**src/rtl/eth_udp_rx.sv**
```systemverilog
// eth_udp_rx: GMII receive-side UDP deframer (125 MHz domain).
// Strips preamble/SFD, Ethernet, IPv4 and UDP headers and filters on the
// local MAC (or broadcast), IP and port. Streams the UDP payload out with
// sof/eof strobes two cycles after the byte appears on rxd, then reports a
// per-frame done/ok pulse.
// Optional macro ETH_RX_FCS_CHECK_EN adds a CRC-32 residue check on the FCS.
module eth_udp_rx #(
  parameter logic [47:0] LOCAL_MAC  = 48'h0011_2233_4455,
  parameter logic [31:0] LOCAL_IP   = 32'hC0A8_010A,
  parameter logic [15:0] LOCAL_PORT = 16'd5000,
  parameter int          CNT_W      = 16
) (
  input  logic             clk_125,
  input  logic             reset_n,
  input  logic [7:0]       rxd,
  input  logic             rx_dv,
  input  logic             rx_er,
  output logic [7:0]       pl_data,
  output logic             pl_valid,
  output logic             pl_sof,
  output logic             pl_eof,
  output logic [31:0]      src_ip,
  output logic [15:0]      src_port,
  output logic             frm_done,
  output logic             frm_ok,
  output logic [CNT_W-1:0] frm_cnt,
  output logic [CNT_W-1:0] drop_cnt
);

  typedef enum logic [2:0] {
    S_IDLE, S_PRE, S_ETH, S_IP, S_UDP, S_PAY, S_WAIT, S_DRAIN
  } state_t;

  state_t      state, nxt;
  logic [7:0]  d_q;
  logic        dv_q, er_q;
  logic [4:0]  cnt;
  logic        mac_ok, bc_ok, er_seen, sof_pend;
  logic [7:0]  len_hi;
  logic [15:0] udp_len, rem;
  logic [31:0] sh_ip;
  logic [15:0] sh_port;

  // comb control strobes
  logic       cnt_clr, sfd, emit, eof_c, done_c, ok_c, drop_inc, good_inc;
  logic       mac_run, bc_run, fcs_ok;
  logic [7:0] mac_sel, ip_sel, port_sel;

  // expected header bytes selected by the running byte counter
  assign mac_sel  = 8'(LOCAL_MAC >> {3'd5 - cnt[2:0], 3'b000});
  assign ip_sel   = 8'(LOCAL_IP >> {2'd3 - cnt[1:0], 3'b000});
  assign port_sel = cnt[0] ? LOCAL_PORT[7:0] : LOCAL_PORT[15:8];
  assign mac_run  = (cnt == 5'd0 || mac_ok) && (d_q == mac_sel);
  assign bc_run   = (cnt == 5'd0 || bc_ok) && (d_q == 8'hFF);

`ifdef ETH_RX_FCS_CHECK_EN
  logic [31:0] crc, crc_nxt, crc_rev;

  // reflected CRC-32, one byte per cycle
  always_comb begin
    crc_nxt = crc ^ {24'h0, d_q};
    for (int i = 0; i < 8; i++)
      crc_nxt = crc_nxt[0] ? ((crc_nxt >> 1) ^ 32'hEDB88320) : (crc_nxt >> 1);
    for (int i = 0; i < 32; i++)
      crc_rev[i] = crc[31-i];
  end

  assign fcs_ok = (crc_rev == 32'hC704DD7B);

  // CRC runs from first MAC byte through last FCS byte
  always_ff @(posedge clk_125 or negedge reset_n) begin
    if (!reset_n)
      crc <= 32'hFFFF_FFFF;
    else if (sfd)
      crc <= 32'hFFFF_FFFF;
    else if (dv_q && (state == S_ETH || state == S_IP || state == S_UDP ||
                      state == S_PAY || state == S_WAIT))
      crc <= crc_nxt;
  end
`else
  assign fcs_ok = 1'b1;
`endif

  // input register stage
  always_ff @(posedge clk_125 or negedge reset_n) begin
    if (!reset_n) begin
      d_q  <= '0;
      dv_q <= 1'b0;
      er_q <= 1'b0;
    end else begin
      d_q  <= rxd;
      dv_q <= rx_dv;
      er_q <= rx_er;
    end
  end

  // state register
  always_ff @(posedge clk_125 or negedge reset_n) begin
    if (!reset_n) state <= S_IDLE;
    else          state <= nxt;
  end

  // next-state and per-cycle strobes
  always_comb begin
    nxt      = state;
    cnt_clr  = 1'b0;
    sfd      = 1'b0;
    emit     = 1'b0;
    eof_c    = 1'b0;
    done_c   = 1'b0;
    ok_c     = 1'b0;
    drop_inc = 1'b0;
    good_inc = 1'b0;
    case (state)
      S_IDLE, S_PRE: begin
        // IDLE treats its first valid byte as preamble so no byte is lost
        if (!dv_q)               nxt = S_IDLE;
        else if (d_q == 8'h55)   nxt = S_PRE;
        else if (d_q == 8'hD5) begin
          nxt = S_ETH; cnt_clr = 1'b1; sfd = 1'b1;
        end else                 nxt = S_DRAIN;
      end
      S_ETH: begin
        if (!dv_q) begin
          nxt = S_IDLE; drop_inc = 1'b1;
        end else if ((cnt == 5'd5 && !(mac_run || bc_run)) ||
                     (cnt == 5'd12 && d_q != 8'h08) ||
                     (cnt == 5'd13 && d_q != 8'h00)) begin
          nxt = S_DRAIN; drop_inc = 1'b1;
        end else if (cnt == 5'd13) begin
          nxt = S_IP; cnt_clr = 1'b1;
        end
      end
      S_IP: begin
        if (!dv_q) begin
          nxt = S_IDLE; drop_inc = 1'b1;
        end else if ((cnt == 5'd0 && d_q != 8'h45) ||
                     (cnt == 5'd9 && d_q != 8'h11) ||
                     (cnt >= 5'd16 && d_q != ip_sel)) begin
          nxt = S_DRAIN; drop_inc = 1'b1;
        end else if (cnt == 5'd19) begin
          nxt = S_UDP; cnt_clr = 1'b1;
        end
      end
      S_UDP: begin
        if (!dv_q) begin
          nxt = S_IDLE; drop_inc = 1'b1;
        end else if (((cnt == 5'd2 || cnt == 5'd3) && d_q != port_sel) ||
                     (cnt == 5'd5 && {len_hi, d_q} < 16'd8)) begin
          nxt = S_DRAIN; drop_inc = 1'b1;
        end else if (cnt == 5'd7) begin
          nxt = (udp_len == 16'd8) ? S_WAIT : S_PAY;
        end
      end
      S_PAY: begin
        if (!dv_q) begin
          // truncated payload: report a bad frame
          nxt = S_IDLE; done_c = 1'b1; drop_inc = 1'b1;
        end else begin
          emit = 1'b1;
          if (rem == 16'd1) begin
            eof_c = 1'b1; nxt = S_WAIT;
          end
        end
      end
      S_WAIT: begin
        if (!dv_q) begin
          nxt    = S_IDLE;
          done_c = 1'b1;
          ok_c   = !er_seen && fcs_ok;
          good_inc = ok_c;
          drop_inc = !ok_c;
        end
      end
      S_DRAIN: begin
        if (!dv_q) nxt = S_IDLE;
      end
      default: nxt = S_IDLE;
    endcase
  end

  // header tracking: byte counter, match flags, shadows, payload length
  always_ff @(posedge clk_125 or negedge reset_n) begin
    if (!reset_n) begin
      cnt      <= '0;
      mac_ok   <= 1'b0;
      bc_ok    <= 1'b0;
      er_seen  <= 1'b0;
      sof_pend <= 1'b0;
      len_hi   <= '0;
      udp_len  <= '0;
      rem      <= '0;
      sh_ip    <= '0;
      sh_port  <= '0;
    end else begin
      cnt <= cnt_clr ? 5'd0 : cnt + 5'd1;
      if (sfd)                 er_seen <= 1'b0;
      else if (dv_q && er_q)   er_seen <= 1'b1;
      if (state == S_ETH && cnt < 5'd6) begin
        mac_ok <= mac_run;
        bc_ok  <= bc_run;
      end
      if (state == S_IP && cnt >= 5'd12 && cnt <= 5'd15)
        sh_ip <= {sh_ip[23:0], d_q};
      if (state == S_UDP) begin
        if (cnt <= 5'd1) sh_port <= {sh_port[7:0], d_q};
        if (cnt == 5'd4) len_hi  <= d_q;
        if (cnt == 5'd5) udp_len <= {len_hi, d_q};
        if (cnt == 5'd7) begin
          rem      <= udp_len - 16'd8;
          sof_pend <= 1'b1;
        end
      end
      if (emit) begin
        rem      <= rem - 16'd1;
        sof_pend <= 1'b0;
      end
    end
  end

  // registered outputs, counters and committed sender identity
  always_ff @(posedge clk_125 or negedge reset_n) begin
    if (!reset_n) begin
      pl_data  <= '0;
      pl_valid <= 1'b0;
      pl_sof   <= 1'b0;
      pl_eof   <= 1'b0;
      frm_done <= 1'b0;
      frm_ok   <= 1'b0;
      src_ip   <= '0;
      src_port <= '0;
      frm_cnt  <= '0;
      drop_cnt <= '0;
    end else begin
      pl_data  <= emit ? d_q : 8'h00;
      pl_valid <= emit;
      pl_sof   <= emit && sof_pend;
      pl_eof   <= eof_c;
      frm_done <= done_c;
      frm_ok   <= done_c && ok_c;
      if (good_inc) begin
        src_ip   <= sh_ip;
        src_port <= sh_port;
        if (frm_cnt != '1) frm_cnt <= frm_cnt + 1'b1;
      end
      if (drop_inc && drop_cnt != '1) drop_cnt <= drop_cnt + 1'b1;
    end
  end

endmodule

```
**config.mk**
```make
export PLATFORM = sky130hd
export DESIGN_NAME = eth_udp_rx
export DESIGN_NICKNAME = d
export VERILOG_FILES = /design/src/rtl/eth_udp_rx.sv
export SDC_FILE = /design/constraint.sdc
export NUM_CORES = 1
export LEC_CHECK = 0
export ABC_AREA = 1
export BUFFER_PORTS_ARGS = -buffer_cell sky130_fd_sc_hd__buf_2
export CORE_MARGIN = 5
export CORE_UTILIZATION = 53
export DETAILED_ROUTE_END_ITERATION = 6
export PLACE_DENSITY_LB_ADDON = 0.3
export RECOVER_POWER = 100
export SLEW_MARGIN = 40
export SYNTH_ARGS = -nofsm -noshare
export SYNTH_HDL_FRONTEND = slang
export SYNTH_SLANG_ARGS = --single-unit
export TNS_END_PERCENT = 1
```
**constraint.sdc**
```tcl
create_clock -name clk_125 -period 2.2 [get_ports clk_125]
set_clock_uncertainty 0.2 [all_clocks]
set_input_delay 0.11 -clock clk_125 [delete_from_list [all_inputs] [get_ports clk_125]]
set_output_delay 0.11 -clock clk_125 [all_outputs]
set_load 0.1 [all_outputs]
```
==> results of run 1 <==
## cells by family (layout without fill, tap and decap cells)
group,count (synthesis),in the layout
simple gates,539,540
buf+inv,155,361
flops,203,203
xor+xnor,34,34
compound gates,181,181
mux,2,2
fa+ha+maj,14,14
## timing repair
item                       4_1_cts  5_1_grt
pin swaps                        3       24
hold buffers                    12        0
hold endpoints to repair       213        0
cloned                           0        1
setup endpoints to repair       24       44
gates resized for setup         17       52
buffers inserted                 5        3
## power groups by stage
stage	clock (mW)	combinational [mW]	sequential [mW]
after floorplan	0	2.47	5.58
after global placement	0	4.17	5.19
after detailed placement	0	4.23	5.21
after CTS	4.21	4.47	5.17
after global routing	4.38	5.38	5.31
final	4.13	4.79	5.20
## metrics by stage
| step | setup slack (ns) | util | area, µm² | setup TNS (ns) | total power [mW] |
|---|---|---|---|---|---|
| 3_3_place_gp | -0.04722 | 0.6175 | 10720 | -0.5417 | 9.360 |
| 5_1_grt | -0.2244 | 0.6900 | 11980 | -9.530 | 15.07 |
| 4_1_cts | -0.04002 | 0.6778 | 11770 | -0.2498 | 13.85 |
| 6_report | -0.1096 | 0.6900 | 11980 | -1.056 | 14.13 |
| 2_1_floorplan | -0.05674 | - | 9425 | -0.6343 | 8.046 |
| 3_5_place_dp | -0.1068 | 0.6175 | 10720 | -1.381 | 9.450 |
## sequential cells by signal, summed over array words and instances (netlist names), 3 cells and up
name      count
frm_cnt      16
drop_cnt     16
d_q           8
sh_ip        32
src_port     16
src_ip       32
pl_data       8
state         3
len_hi        8
sh_port      16
udp_len      16
cnt           5
rem          16
## how the worst max path moves through the flow
stage | to | slack [ns] | depth (start not counted)
global placement | drop_cnt[8] | -0.05 | 15
global route | drop_cnt[15] | -0.22 | 13
floorplan | drop_cnt[11] | -0.06 | 9
detailed placement | drop_cnt[8] | -0.11 | 13
finish | drop_cnt[15] | -0.11 | 13
CTS | drop_cnt[13] | -0.04 | 14
## worst max-delay path: cells and delay by family (launching register included)
family          cells  cell delay [ns]
simple gates        8             0.87
flops               1             0.44
buf+inv             3             0.44
fa+ha+maj           1             0.16
compound gates      1             0.09
## final cells by class
type | count | area (µm²) | area share
flip-flops and latches | 203 | 5110 | 0.4267
clock inverters | 13 | 205.2 | 0.01714
well taps | 225 | 281.5 | 0.02351
repair buffers | 200 | 1333 | 0.1113
inverters | 119 | 451.7 | 0.03772
clock buffers | 29 | 628.1 | 0.05245
multi-input cells | 771 | 3966 | 0.3312
## layout by cell type, fill, tap and decap left out, types with 3 or more instances in the layout
| cell type | netlist | routed |
|---|---|---|
| sky130_fd_sc_hd__nor3_4 | 1 | 3 |
| sky130_fd_sc_hd__buf_4 | 1 | 71 |
| sky130_fd_sc_hd__nand4_1 | 12 | 12 |
| sky130_fd_sc_hd__xnor2_1 | 10 | 10 |
| sky130_fd_sc_hd__nor4_1 | 4 | 4 |
| sky130_fd_sc_hd__ha_1 | 14 | 9 |
| sky130_fd_sc_hd__a21oi_1 | 20 | 20 |
| sky130_fd_sc_hd__inv_2 | 15 | 17 |
| sky130_fd_sc_hd__o21ai_0 | 131 | 128 |
| sky130_fd_sc_hd__inv_1 | 104 | 100 |
| sky130_fd_sc_hd__clkbuf_8 | 0 | 3 |
| sky130_fd_sc_hd__clkbuf_16 | 0 | 23 |
| sky130_fd_sc_hd__nand3_2 | 0 | 15 |
| sky130_fd_sc_hd__dfrtp_1 | 203 | 183 |
| sky130_fd_sc_hd__nand3_1 | 70 | 55 |
| sky130_fd_sc_hd__nand2_1 | 324 | 311 |
| sky130_fd_sc_hd__buf_2 | 5 | 33 |
| sky130_fd_sc_hd__bufinv_16 | 0 | 5 |
| sky130_fd_sc_hd__nand2_2 | 0 | 12 |
| sky130_fd_sc_hd__o211ai_1 | 5 | 5 |
| sky130_fd_sc_hd__o21ai_1 | 7 | 9 |
| sky130_fd_sc_hd__clkinv_2 | 0 | 7 |
| sky130_fd_sc_hd__buf_12 | 0 | 3 |
| sky130_fd_sc_hd__nor2_1 | 104 | 95 |
| sky130_fd_sc_hd__clkbuf_1 | 27 | 3 |
| sky130_fd_sc_hd__clkbuf_2 | 0 | 72 |
| sky130_fd_sc_hd__ha_4 | 0 | 5 |
| sky130_fd_sc_hd__dlygate4sd3_1 | 0 | 12 |
| sky130_fd_sc_hd__buf_6 | 1 | 7 |
| sky130_fd_sc_hd__o22ai_1 | 5 | 5 |
| sky130_fd_sc_hd__dfrtp_2 | 0 | 18 |
| sky130_fd_sc_hd__nor3_1 | 12 | 11 |
| sky130_fd_sc_hd__xor2_1 | 24 | 24 |
| sky130_fd_sc_hd__nor2_2 | 3 | 11 |
## metal layers
metal  up-vias  global-route usage
li1       4007                   -
met1      3962              0.3174
met2       239              0.4157
met3        41             0.03048
met4         0             0.06303
met5         -                   0
==> results.txt, run 1 <==
----------------------------------------------------
[Status]
  Outcome ... finished, violations left
  Violated checks ... setup timing

[Pwr]
  Pint ... 8.923 mW
  Max VDD drop ... 0.8862 mV
  Relative contribution of combinational cells to total power ... 0.339
  Clock network power share ... 0.293
  Pleak ... 5.940 nW
  Net Sw Power ... 5.202 mW
  Power share of the sequential group ... 0.368
  Pwr/cell area ... 1180 nW/µm²
  Net switching fraction of the power ... 0.3683

[Critical path]
  End of the worst register-to-register path ... drop_cnt[15]
  Critical path arrival ... 2.51 ns
  Number of cells on the worst reg-to-reg path ... 13
  Crit path kind ... register to register
  Cell at the slowest stage of the critical path ... sky130_fd_sc_hd__dfrtp_2
  Launching element of the worst setup path ... cnt[0]
  Required time at the worst-slack endpoint ... 2.40 ns
  Reg-to-reg slack, setup ... -0.11 ns
  Max Fanout on Critical Path ... 8
  Kind of end point of the critical path ... register
  Category of the worst setup path launch point ... register
  Startpoint of the worst register-to-register path ... cnt[0]
  Critical-path cell list ... buf_4 > ha_4 > inv_2 > o21ai_0 > nor3_2 > nand2_1 > nand2_2 > nand3_2 > nand2_2 > nand3_4 > buf_6 > nand3_1 > nand2_1
  Maximum cell stage delay along the critical path ... 0.44 ns

[Synthesis]
  Synthesized area per cell ... 8.320 µm²
  Share of flip-flops with an asynchronous set or reset ... 1.000
  Proportion of synthesized chip area in sequential cells ... 0.5413
  Cell types with the highest counts after synthesis ... sky130_fd_sc_hd__nand2_1 (324), sky130_fd_sc_hd__dfrtp_1 (203), sky130_fd_sc_hd__o21ai_0 (131), sky130_fd_sc_hd__inv_1 (104), sky130_fd_sc_hd__nor2_1 (104)
  Synth Area in Adders ... 0.01866
  Synthesis-stage register bit count ... 203
  EDFF count, synth ... 0
  Xor and xnor fraction of the mapped netlist area ... 0.03173
  Main combinational cell family by area after synthesis ... simple AND/OR/NAND/NOR gates
  Main area contributors after synthesis ... sky130_fd_sc_hd__dfrtp_1 (54%), sky130_fd_sc_hd__nand2_1 (13%), sky130_fd_sc_hd__o21ai_0 (7.0%)
  Complex-gate fraction of the synthesized area ... 0.1033
  Leading register cell type out of synthesis ... sky130_fd_sc_hd__dfrtp_1
  Library cell with the highest instance count after synthesis ... sky130_fd_sc_hd__nand2_1
  Ys Warns ... 0
  Cell area after technology mapping ... 9385 µm²
  Library cell with the largest summed area after synthesis ... sky130_fd_sc_hd__dfrtp_1
  Count of cell types in the netlist ... 41
  Net count of the mapped netlist ... 1,154
  Post-synthesis simple-gate area fraction ... 0.2388
  Syn Inst Count ... 1,128
  Area share of the largest cell type after synthesis ... 0.5413
  Proportion of synthesized area in mux cells ... 0.002400

[Final layout]
  Filler cells ... 1,351
  Final instance count without filler cells ... 1,560
  Share of cells above drive strength 1 ... 0.2449
  Number of nets in the finished design ... 1,344
  Antenna fix cells ... 0
  Layout area overhead ... 27.60%

[Floorplan]
  Starting density of the core ... 0.5407
  Vertical extent of the die ... 143.1 µm
  Die boundary width ... 143.1 µm
  I/O pin total ... 105
  Area enclosed by the die boundary ... 20,470 µm²
  Area inside the core boundary ... 17,360 µm²
  Row cnt ... 48

[STA]
  Max-Slew Margin vs Limit ... 0.4730
  Number of setup violations in the final report ... 15
  Post-route fraction of the period consumed by the critical path ... 1.050
  Period minus WS final ... 2.310 ns
  Final-report hold violation count ... 0
  Count of pins over their slew limit ... 0
  Final-layout worst hold slack ... 0.03257 ns
  Setup ws final ... -0.1096 ns
  Achievable frequency ... 433.0 MHz
  Unrepaired setup endpoints after global routing ... yes
  Slew at the pin closest to its max-slew limit ... 0.7905 ns

[GRT]
  Wire length of the first global-routing pass ... 40.20 mm
  Antenna violations before repair ... 0
  Overflow left after global routing ... 0
  Via count of the first global-routing pass ... 8,273
  Total Routing Usage GR ... 0.2387
  Largest net degree at the start of global routing ... 81

[CTS]
  Maximum clock path buffer count ... 3
  TritonCTS buffer count ... 23
  CTS H-tree lvls ... 1
  CTS clock-pin slew for the worst setup and hold paths ... 0.06 ns
  Buffer cell driving the clock tree root ... sky130_fd_sc_hd__clkbuf_16
  Clock tree from TritonCTS ... built
  Source-to-sink clock delay at the later pin of the worst-skew pair ... 0.52 ns
  Num Clock Sinks ... 203

[Hold path]
  Launch point of the worst hold path ... rxd[7]
  Worst hold-check path type ... primary input to register
  Worst Hold Path EP ... d_q[7]
  Cell depth of the worst hold path ... 2

[Routing]
  Detailed-routed wire length on met2 ... 11.82 mm
  Via Count ... 8,249
  Drt first-iter violations ... 705
  Post-detailed-routing wire length ... 23.96 mm
  # DRC ... 0
  Drt first pass iters ... 5
  Highest Signal Layer ... met4
  Wl on met1 ... 10.29 mm
  Number of vias per cell after detailed routing ... 5.288
  Wirelength per Cell ... 15.36 µm
  DRT antenna net count ... 0
  Detailed route wirelength on metal3 ... 1.344 mm

[Placement]
  Dpl cells ... 1,497
  Port buffer count ... 104
  Placed wire-length estimate after detailed placement ... 16.40 mm
  Final estimated routing congestion in global placement ... 0.9297

[Flow run]
  Maximum Capacitance Violations ... 0

----------------------------------------------------
No activity file was read; power rests on OpenSTA's default activity.
==> inputs of run 2 (changes only) <==
--- a/config.mk
+++ b/config.mk
@@ -5,13 +5,14 @@
 export SDC_FILE = /design/constraint.sdc
 export NUM_CORES = 1
 export LEC_CHECK = 0
-export ABC_AREA = 1
 export BUFFER_PORTS_ARGS = -buffer_cell sky130_fd_sc_hd__buf_2
 export CORE_MARGIN = 5
-export CORE_UTILIZATION = 53
+export CORE_UTILIZATION = 55
+export CTS_BUF_LIST = sky130_fd_sc_hd__clkbuf_8
 export DETAILED_ROUTE_END_ITERATION = 6
 export PLACE_DENSITY_LB_ADDON = 0.3
 export RECOVER_POWER = 100
+export SKIP_LAST_GASP = 1
 export SLEW_MARGIN = 40
 export SYNTH_ARGS = -nofsm -noshare
 export SYNTH_HDL_FRONTEND = slang
==> run 2 against run 1 <==
  * Cell area down 3.9%
  * Clock-buffer cell count up 13
  * Register-to-register slack got worse by 0.45 ns
  * Sequential power barely moved
  * Synthesized area down 2.6%
  * The flow still finishes with violations (setup timing)
  * Non-clock buffer count rose by 42
  * Global-route usage is 0.74 points lower
  * Worst setup slack lost 0.45 ns
  * Core utilization increased by 0.91 points
==> results.txt, run 2 <==
----------------------------------------------------
[Synthesis]
  Library cell with the largest summed area after synthesis ... sky130_fd_sc_hd__dfrtp_1
  Cell area after technology mapping ... 9138 µm² (-2.6%)
  Net count of the mapped netlist ... 771 (-33%)
  Area share of the largest cell type after synthesis ... 0.5559 (+0.01467)
  Share of flip-flops with an asynchronous set or reset ... 1.000 (unchanged)
  Cell types with the highest counts after synthesis ... sky130_fd_sc_hd__dfrtp_1 (203), sky130_fd_sc_hd__mux2_2 (122), sky130_fd_sc_hd__nand2_1 (44), sky130_fd_sc_hd__nor2_1 (40), sky130_fd_sc_hd__xnor2_1 (27)
  Synthesized area per cell ... 12.27 µm² (+47%)
  Synthesis-stage register bit count ... 203 (unchanged)
  Proportion of synthesized chip area in sequential cells ... 0.5559 (+0.01467)
  Syn Inst Count ... 745 (-34%)
  Leading register cell type out of synthesis ... sky130_fd_sc_hd__dfrtp_1
  Library cell with the highest instance count after synthesis ... sky130_fd_sc_hd__dfrtp_1
  EDFF count, synth ... 0 (unchanged)
  Ys Warns ... 0 (unchanged)
  Main area contributors after synthesis ... sky130_fd_sc_hd__dfrtp_1 (56%), sky130_fd_sc_hd__mux2_2 (15%), sky130_fd_sc_hd__xnor2_1 (2.6%)
  Count of cell types in the netlist ... 73 (+78%)

[Final layout]
  Finished Cell Area ... 11,510 µm² (-3.9%)
  Commonest non-fill, non-tap cells in the layout ... sky130_fd_sc_hd__dfrtp_1 (202), sky130_fd_sc_hd__mux2_2 (121), sky130_fd_sc_hd__buf_4 (105)
  Layout area overhead ... 25.96%
  Number of nets in the finished design ... 1,014 (-25%)
  Share of cells above drive strength 1 ... 0.4121 (+0.1671)
  Most frequent standard cell in the layout excluding fill and tap cells ... sky130_fd_sc_hd__dfrtp_1
  Largest registers ... sh_ip x32, src_ip x32

[STA]
  Slew at the pin closest to its max-slew limit ... 0.7418 ns (-0.04871 ns)
  Setup ws final ... -0.5605 ns (-0.4509 ns)
  Final-layout worst hold slack ... 0.05022 ns (+0.01765 ns)
  Count of pins over their slew limit ... 0 (unchanged)
  Final-report hold violation count ... 0 (unchanged)
  Post-route fraction of the period consumed by the critical path ... 1.255 (+0.2050)
  Achievable frequency ... 362.2 MHz (-16%)
  Number of setup violations in the final report ... 119 (+104)
  Period minus WS final ... 2.761 ns (+0.4509 ns)
  Final setup TNS ... -28.81 ns (-27.76 ns)
  Max-Slew Margin vs Limit ... 0.5055 (+0.03247)
  Unrepaired setup endpoints after global routing ... yes

[Critical path]
  Maximum cell stage delay along the critical path ... 0.44 ns (about the same)
  CP bufs+invs ... 1 (-2)
  Crit path kind ... register to register
  Required time at the worst-slack endpoint ... 2.39 ns (about the same)
  Category of the worst setup path launch point ... register
  Max Fanout on Critical Path ... 5 (-3)
  Critical path arrival ... 2.95 ns (+0.44 ns)
  Most frequent cell on the critical path ... sky130_fd_sc_hd__and3_1
  Critical-path cell list ... buf_4 > ha_1 > and3_1 > o22ai_1 > nor3_1 > or4_1 > and3_1 > and4bb_1 > mux2_4
  Cell at the slowest stage of the critical path ... sky130_fd_sc_hd__or4_1
  Top delay family on crit path ... simple AND/OR/NAND/NOR gates
  Kind of end point of the critical path ... register

[Floorplan]
  Vertical extent of the die ... 138.9 µm (-2.9%)
  Starting density of the core ... 0.5549 (+0.01421)
  Die boundary width ... 138.9 µm (-2.9%)
  Row cnt ... 47 (-2.1%)
  I/O pin total ... 105 (unchanged)
  Area inside the core boundary ... 16,470 µm² (-5.1%)
  Area enclosed by the die boundary ... 19,290 µm² (-5.8%)

[CTS]
  CTS clock-pin slew for the worst setup and hold paths ... 0.06 ns (about the same)
  CTS H-tree lvls ... 2 (+1)
  Setup bufs post-CTS ... 0 (-5)
  Clock tree from TritonCTS ... built
  Buffer cell driving the clock tree root ... sky130_fd_sc_hd__clkbuf_8
  Source-to-sink clock delay at the later pin of the worst-skew pair ... 0.51 ns (about the same)
  TritonCTS buffer count ... 34 (+48%)
  Maximum clock path buffer count ... 3 (unchanged)
  Num Clock Sinks ... 203 (unchanged)

[Routing]
  Drt first-iter violations ... 234 (-67%)
  Number of vias per cell after detailed routing ... 5.498 (+4.0%)
  Via Count ... 6,779 (-18%)
  DRT antenna net count ... 0 (unchanged)
  # DRC ... 0 (unchanged)
  Wirelength per Cell ... 17.66 µm (+15%)
  Post-detailed-routing wire length ... 21.77 mm (-9.1%)
  Drt first pass iters ... 4 (-1)

[Status]
  Violated checks ... setup timing
  Outcome ... finished, violations left

[Pwr]
  Pleak ... 5.866 nW (-1.2%)
  Net switching fraction of the power ... 0.3638 (-0.004514)
  Max VDD drop ... 1.429 mV (+61%)
  Net Sw Power ... 4.823 mW (-7.3%)
  Power share of the sequential group ... 0.394 (+0.026)
  Relative contribution of combinational cells to total power ... 0.366 (+0.027)
  Pint ... 8.434 mW (-5.5%)
  Clock network power share ... 0.240 (-0.053)
  Pwr/cell area ... 1152 nW/µm² (-2.4%)

[GRT]
  Via count of the first global-routing pass ... 7,289 (-12%)
  Total Routing Usage GR ... 0.2314 (-0.007378)
  Antenna violations before repair ... 0 (unchanged)
  Wire length of the first global-routing pass ... 37.00 mm (-8.0%)
  Largest net degree at the start of global routing ... 55 (-32%)
  Overflow left after global routing ... 0 (unchanged)

[Placement]
  Placement Cell Area ... 10,820 µm² (+0.97%)
  Placed wire-length estimate after detailed placement ... 15.91 mm (-3.0%)
  Final estimated routing congestion in global placement ... 0.8626 (-7.2%)
  Port buffer count ... 104 (unchanged)

[Hold path]
  Worst hold-check path type ... primary input to register

[Flow run]
  Maximum Capacitance Violations ... 0 (unchanged)

----------------------------------------------------
[run 2: cell count changes in the layout (fill, tap and decap cells not counted), moves of 19 or more]
cell and delta:
sky130_fd_sc_hd__inv_1 -74, sky130_fd_sc_hd__clkbuf_16 -23, sky130_fd_sc_hd__buf_2 -23, sky130_fd_sc_hd__nand3_1 -30
sky130_fd_sc_hd__dfrtp_1 +19, sky130_fd_sc_hd__clkbuf_8 +39, sky130_fd_sc_hd__o21ai_0 -110, sky130_fd_sc_hd__clkbuf_2 +26
sky130_fd_sc_hd__nor2_1 -55, sky130_fd_sc_hd__mux2_2 +119, sky130_fd_sc_hd__nand2_1 -267, sky130_fd_sc_hd__and3_1 +19
sky130_fd_sc_hd__buf_4 +34
[run 2: cells by family after synthesis]
family,share of synthesized area
simple gates,0.1350
buf+inv,0.02492
xor+xnor,0.04505
compound gates,0.06573
mux,0.1542
flops,0.5559
fa+ha+maj,0.01917
[run 2: final cells by class]
cell class / instances / area (µm²)
Sequential cell: 203 / 5081
Fill cell: 1211 / 4956
Multi-Input combinational cell: 491 / 3845
Timing Repair Buffer: 242 / 1583
Clock buffer: 42 / 578.1
Tap cell: 220 / 275.3
Clock inverter: 18 / 82.58
Inverter: 16 / 62.56
Antenna cell: 1 / 2.502
[run 2: worst paths after layout]
path	from	endpoint	slack [ns]	cells after the start
worst min-delay path	rx_dv	dv_q	0.05	2
worst max-delay path	cnt[1]	drop_cnt[14]	-0.56	9
worst max register to register	cnt[1]	drop_cnt[14]	-0.56	9
min in group asynchronous	reset_n	frm_cnt[9]	0.58	3
max in group asynchronous	reset_n	drop_cnt[12]	0.25	4
worst min register to register	drop_cnt[9]	drop_cnt[9]	0.29	1
[run 2: power by group through the flow]
stage | logic, mW | clock network, mW | registers, mW
global placement | 4.76 | 0 | 5.20
detailed placement | 4.89 | 0 | 5.28
floorplan | 2.51 | 0 | 5.72
CTS | 4.96 | 3.26 | 5.22
global route | 5.28 | 3.46 | 5.33
finish | 4.85 | 3.19 | 5.22
[run 2: metal layers]
| metal | routed length [µm] | up-vias | global-route usage |
|---|---|---|---|
| met5 | 0 | - | 0 |
| met4 | 515 | 0 | 0.07415 |
| met3 | 1082 | 41 | 0.05172 |
| met2 | 11110 | 178 | 0.3925 |
| met1 | 9057 | 3409 | 0.2977 |
| li1 | - | 3151 | - |
[run 2: per-stage QoR]
step | power (mW) | utilization | std cells | worst slack, ns
2_1_floorplan | 8.231 | - | 745 | -0.5999
3_3_place_gp | 9.958 | 0.6572 | 1160 | -0.5497
3_5_place_dp | 10.17 | 0.6572 | 1160 | -0.5878
4_1_cts | 13.44 | 0.7049 | 1232 | -0.5731
5_1_grt | 14.07 | 0.6989 | 1232 | -0.6574
6_report | 13.26 | 0.6990 | 1233 | -0.5605
[run 2: what timing repair did]
| item | 4_1_cts | 5_1_grt |
|---|---|---|
| hold endpoints to repair | 213 | 0 |
| setup endpoints to repair | 114 | 133 |
| pin swaps | 0 | 0 |
| resized for setup | 1 | 0 |
| hold buffers | 12 | 0 |
| gates cloned | 0 | 0 |
==> inputs of run 3 (changes only) <==
--- a/config.mk
+++ b/config.mk
@@ -10,7 +10,7 @@
 export CORE_UTILIZATION = 55
 export CTS_BUF_LIST = sky130_fd_sc_hd__clkbuf_8
 export DETAILED_ROUTE_END_ITERATION = 6
-export PLACE_DENSITY_LB_ADDON = 0.3
+export PLACE_DENSITY = 0.83
 export RECOVER_POWER = 100
 export SKIP_LAST_GASP = 1
 export SLEW_MARGIN = 40
==> run 3 against run 2 <==
  * The flow still finishes with violations (setup timing)
  * Critical path depth decreased by 2
  * Critical endpoint unchanged
  * Critical path type unchanged
  * Hold slack got worse by 0.021 ns
  * Via count grew 3.0%
  * Global-route usage is 1.1 points higher
  * Worst setup slack improved by 0.030 ns
==> results.txt, run 3 (synthesized netlist as in run 2, its figures left out) <==
----------------------------------------------------
[Critical path]
  Cell at the slowest stage of the critical path ... sky130_fd_sc_hd__dfrtp_1
  Maximum cell stage delay along the critical path ... 0.48 ns (+0.04 ns)
  Kind of end point of the critical path ... register
  Critical path arrival ... 2.94 ns (about the same)
  Number of cells on the worst reg-to-reg path ... 7 (-2)
  Critical-path cell list ... nor4_1 > and3b_4 > a2111oi_4 > a221oi_2 > and3_4 > and4bb_1 > mux2_4
  Crit path kind ... register to register
  CP bufs+invs ... 0 (-1)
  Max Fanout on Critical Path ... 7 (+2)
  Critical path depth ... 7 (-2)
  Top delay family on crit path ... simple AND/OR/NAND/NOR gates
  Category of the worst setup path launch point ... register
  Required time at the worst-slack endpoint ... 2.41 ns (+0.02 ns)

[Hold path]
  Cell depth of the worst hold path ... 2 (unchanged)
  Worst hold-check path type ... primary input to register

[Pwr]
  Max VDD drop ... 0.7588 mV (-47%)
  Pwr/cell area ... 1166 nW/µm² (+1.2%)
  Pint ... 8.532 mW (+1.2%)
  Net Sw Power ... 4.962 mW (+2.9%)
  Pleak ... 5.863 nW (about the same)
  Clock network power share ... 0.249 (+0.009)
  Power share of the sequential group ... 0.393 (about the same)
  Net switching fraction of the power ... 0.3677 (+0.003955)
  Total power ... 13.49 mW (+1.8%)
  Relative contribution of combinational cells to total power ... 0.358 (-0.008)

[STA]
  Count of pins over their slew limit ... 0 (unchanged)
  Slew at the pin closest to its max-slew limit ... 0.9447 ns (+0.2030 ns)
  Unrepaired setup endpoints after global routing ... yes
  Max-Slew Margin vs Limit ... 0.3702 (-0.1353)
  Period minus WS final ... 2.730 ns (-0.03013 ns)
  Final-layout worst hold slack ... 0.02950 ns (-0.02072 ns)
  Setup ws final ... -0.5304 ns (+0.03013 ns)
  Final-report hold violation count ... 0 (unchanged)
  Post-route fraction of the period consumed by the critical path ... 1.241 (-0.01369)
  Number of setup violations in the final report ... 145 (+22%)
  Achievable frequency ... 366.2 MHz (+1.1%)

[CTS]
  CTS H-tree lvls ... 2 (unchanged)
  Buffer cell driving the clock tree root ... sky130_fd_sc_hd__clkbuf_8
  Clock tree from TritonCTS ... built
  CTS clock-pin slew for the worst setup and hold paths ... 0.06 ns (about the same)
  Num Clock Sinks ... 203 (unchanged)
  Maximum clock path buffer count ... 3 (unchanged)
  Source-to-sink clock delay at the later pin of the worst-skew pair ... 0.52 ns (about the same)
  TritonCTS buffer count ... 35 (+2.9%)

[GRT]
  Antenna violations before repair ... 0 (unchanged)
  Total Routing Usage GR ... 0.2419 (+0.01057)
  Met3 track demand over resource in global routing ... 0.04759 (-0.004138)
  Via count of the first global-routing pass ... 7,362 (+1.0%)
  Met2 Track Usage GR ... 0.4150 (+0.02250)
  Wire length of the first global-routing pass ... 38.44 mm (+3.9%)
  Largest net degree at the start of global routing ... 73 (+33%)
  Busiest layer in global routing ... met2
  Met1 track demand over resource ... 0.3074 (+0.009646)
  Overflow left after global routing ... 0 (unchanged)

[Placement]
  Placement Cell Area ... 10,810 µm² (about the same)
  Port buffer count ... 104 (unchanged)
  Worst setup timing slack at the placement stage ... -0.5298 ns (+0.05792 ns)
  Placed wire-length estimate after detailed placement ... 15.50 mm (-2.6%)
  Dpl cells ... 1,156 (-0.34%)
  Final estimated routing congestion in global placement ... 0.9004 (+4.4%)

[Routing]
  DRT antenna net count ... 0 (unchanged)
  Wirelength per Cell ... 19.00 µm (+7.6%)
  Drt first pass iters ... 5 (+1)
  # DRC ... 0 (unchanged)
  Number of vias per cell after detailed routing ... 5.674 (+3.2%)
  Post-detailed-routing wire length ... 23.38 mm (+7.4%)
  Drt first-iter violations ... 456 (+95%)
  Via Count ... 6,979 (+3.0%)

[Final layout]
  Final instance count without filler cells ... 1,230 (-0.24%)
  Filler cells ... 1,090 (-10%)
  Multi-input gate area ... 3881 µm² (+0.94%)
  Largest registers ... sh_ip x32, src_ip x32
  Layout area overhead ... 26.65%
  Share of cells above drive strength 1 ... 0.4208 (+0.008737)
  Commonest non-fill, non-tap cells in the layout ... sky130_fd_sc_hd__dfrtp_1 (201), sky130_fd_sc_hd__mux2_2 (122), sky130_fd_sc_hd__buf_4 (106)
  Number of nets in the finished design ... 1,012 (-0.20%)
  Finished Cell Area ... 11,570 µm² (+0.54%)
  Antenna fix cells ... 0 (-1)
  Reg area ... 5082 µm² (about the same)
  Most frequent standard cell in the layout excluding fill and tap cells ... sky130_fd_sc_hd__dfrtp_1

[Floorplan]
  Row cnt ... 47 (unchanged)
  Die boundary width ... 138.9 µm (unchanged)
  Area inside the core boundary ... 16,470 µm² (unchanged)
  I/O pin total ... 105 (unchanged)
  Starting density of the core ... 0.5549 (unchanged)
  Vertical extent of the die ... 138.9 µm (unchanged)
  Area enclosed by the die boundary ... 19,290 µm² (unchanged)

[Flow run]
  Maximum Capacitance Violations ... 0 (unchanged)

[Status]
  Violated checks ... setup timing
  Outcome ... finished, violations left

----------------------------------------------------
run 3: cell types whose count changed in the layout (fill, tap and decap cells not counted), sizes merged:
cell	delta
diode	-1
clkinvlp	+2
buf	-2
inv	-2
clkbuf	+3
clkinv	-3
run 3: final cells by class:
class,count,area share
flip-flops and latches,203,0.4392
repair buffers,239,0.1355
multi-input cells,491,0.3354
clock buffers,46,0.05471
clock inverters,15,0.006055
inverters,16,0.005406
well taps,220,0.02379
run 3: routing by layer:
layer / vias up / wire (µm) / share of wire
met5: - / 0 / 0
met4: 0 / 634 / 0.027
met3: 60 / 1243 / 0.053
met2: 236 / 11960 / 0.51
met1: 3534 / 9538 / 0.41
li1: 3149 / - / -
run 3: power by group through the flow:
stage               logic [mW]  clock network (mW)  registers (mW)
floorplan                 2.51                   0            5.72
detailed placement        4.76                   0            5.29
global route              5.20                3.62            5.38
finish                    4.83                3.36            5.30
CTS                       4.85                3.43            5.27
global placement          4.62                   0            5.23
run 3: what timing repair did:
action | CTS | global route
setup endpoints to repair | 127 | 141
resized for setup | 0 | 10
pin swaps | 0 | 6
buffers inserted | 0 | 1
endpoints found under the hold margin | 213 | 0
cloned | 0 | 0
hold buffers | 12 | 0
run 3: per-stage QoR:
step / setup TNS (ns) / utilization
after CTS: -24.78 / 0.7066
after global placement: -16.42 / 0.6566
after floorplan: -21.72 / -
after detailed placement: -22.70 / 0.6566
after global routing: -54.03 / 0.7028
final: -38.04 / 0.7028
run 3: final timing paths:
check                      slack, ns            to     from
min reg2reg                     0.29       er_seen     er_q
max in group asynchronous       0.21    frm_cnt[3]  reset_n
min                             0.03          dv_q    rx_dv
min in group asynchronous       0.64    src_ip[15]  reset_n
max reg2reg                    -0.53  drop_cnt[14]   d_q[1]
max                            -0.53  drop_cnt[14]   d_q[1]
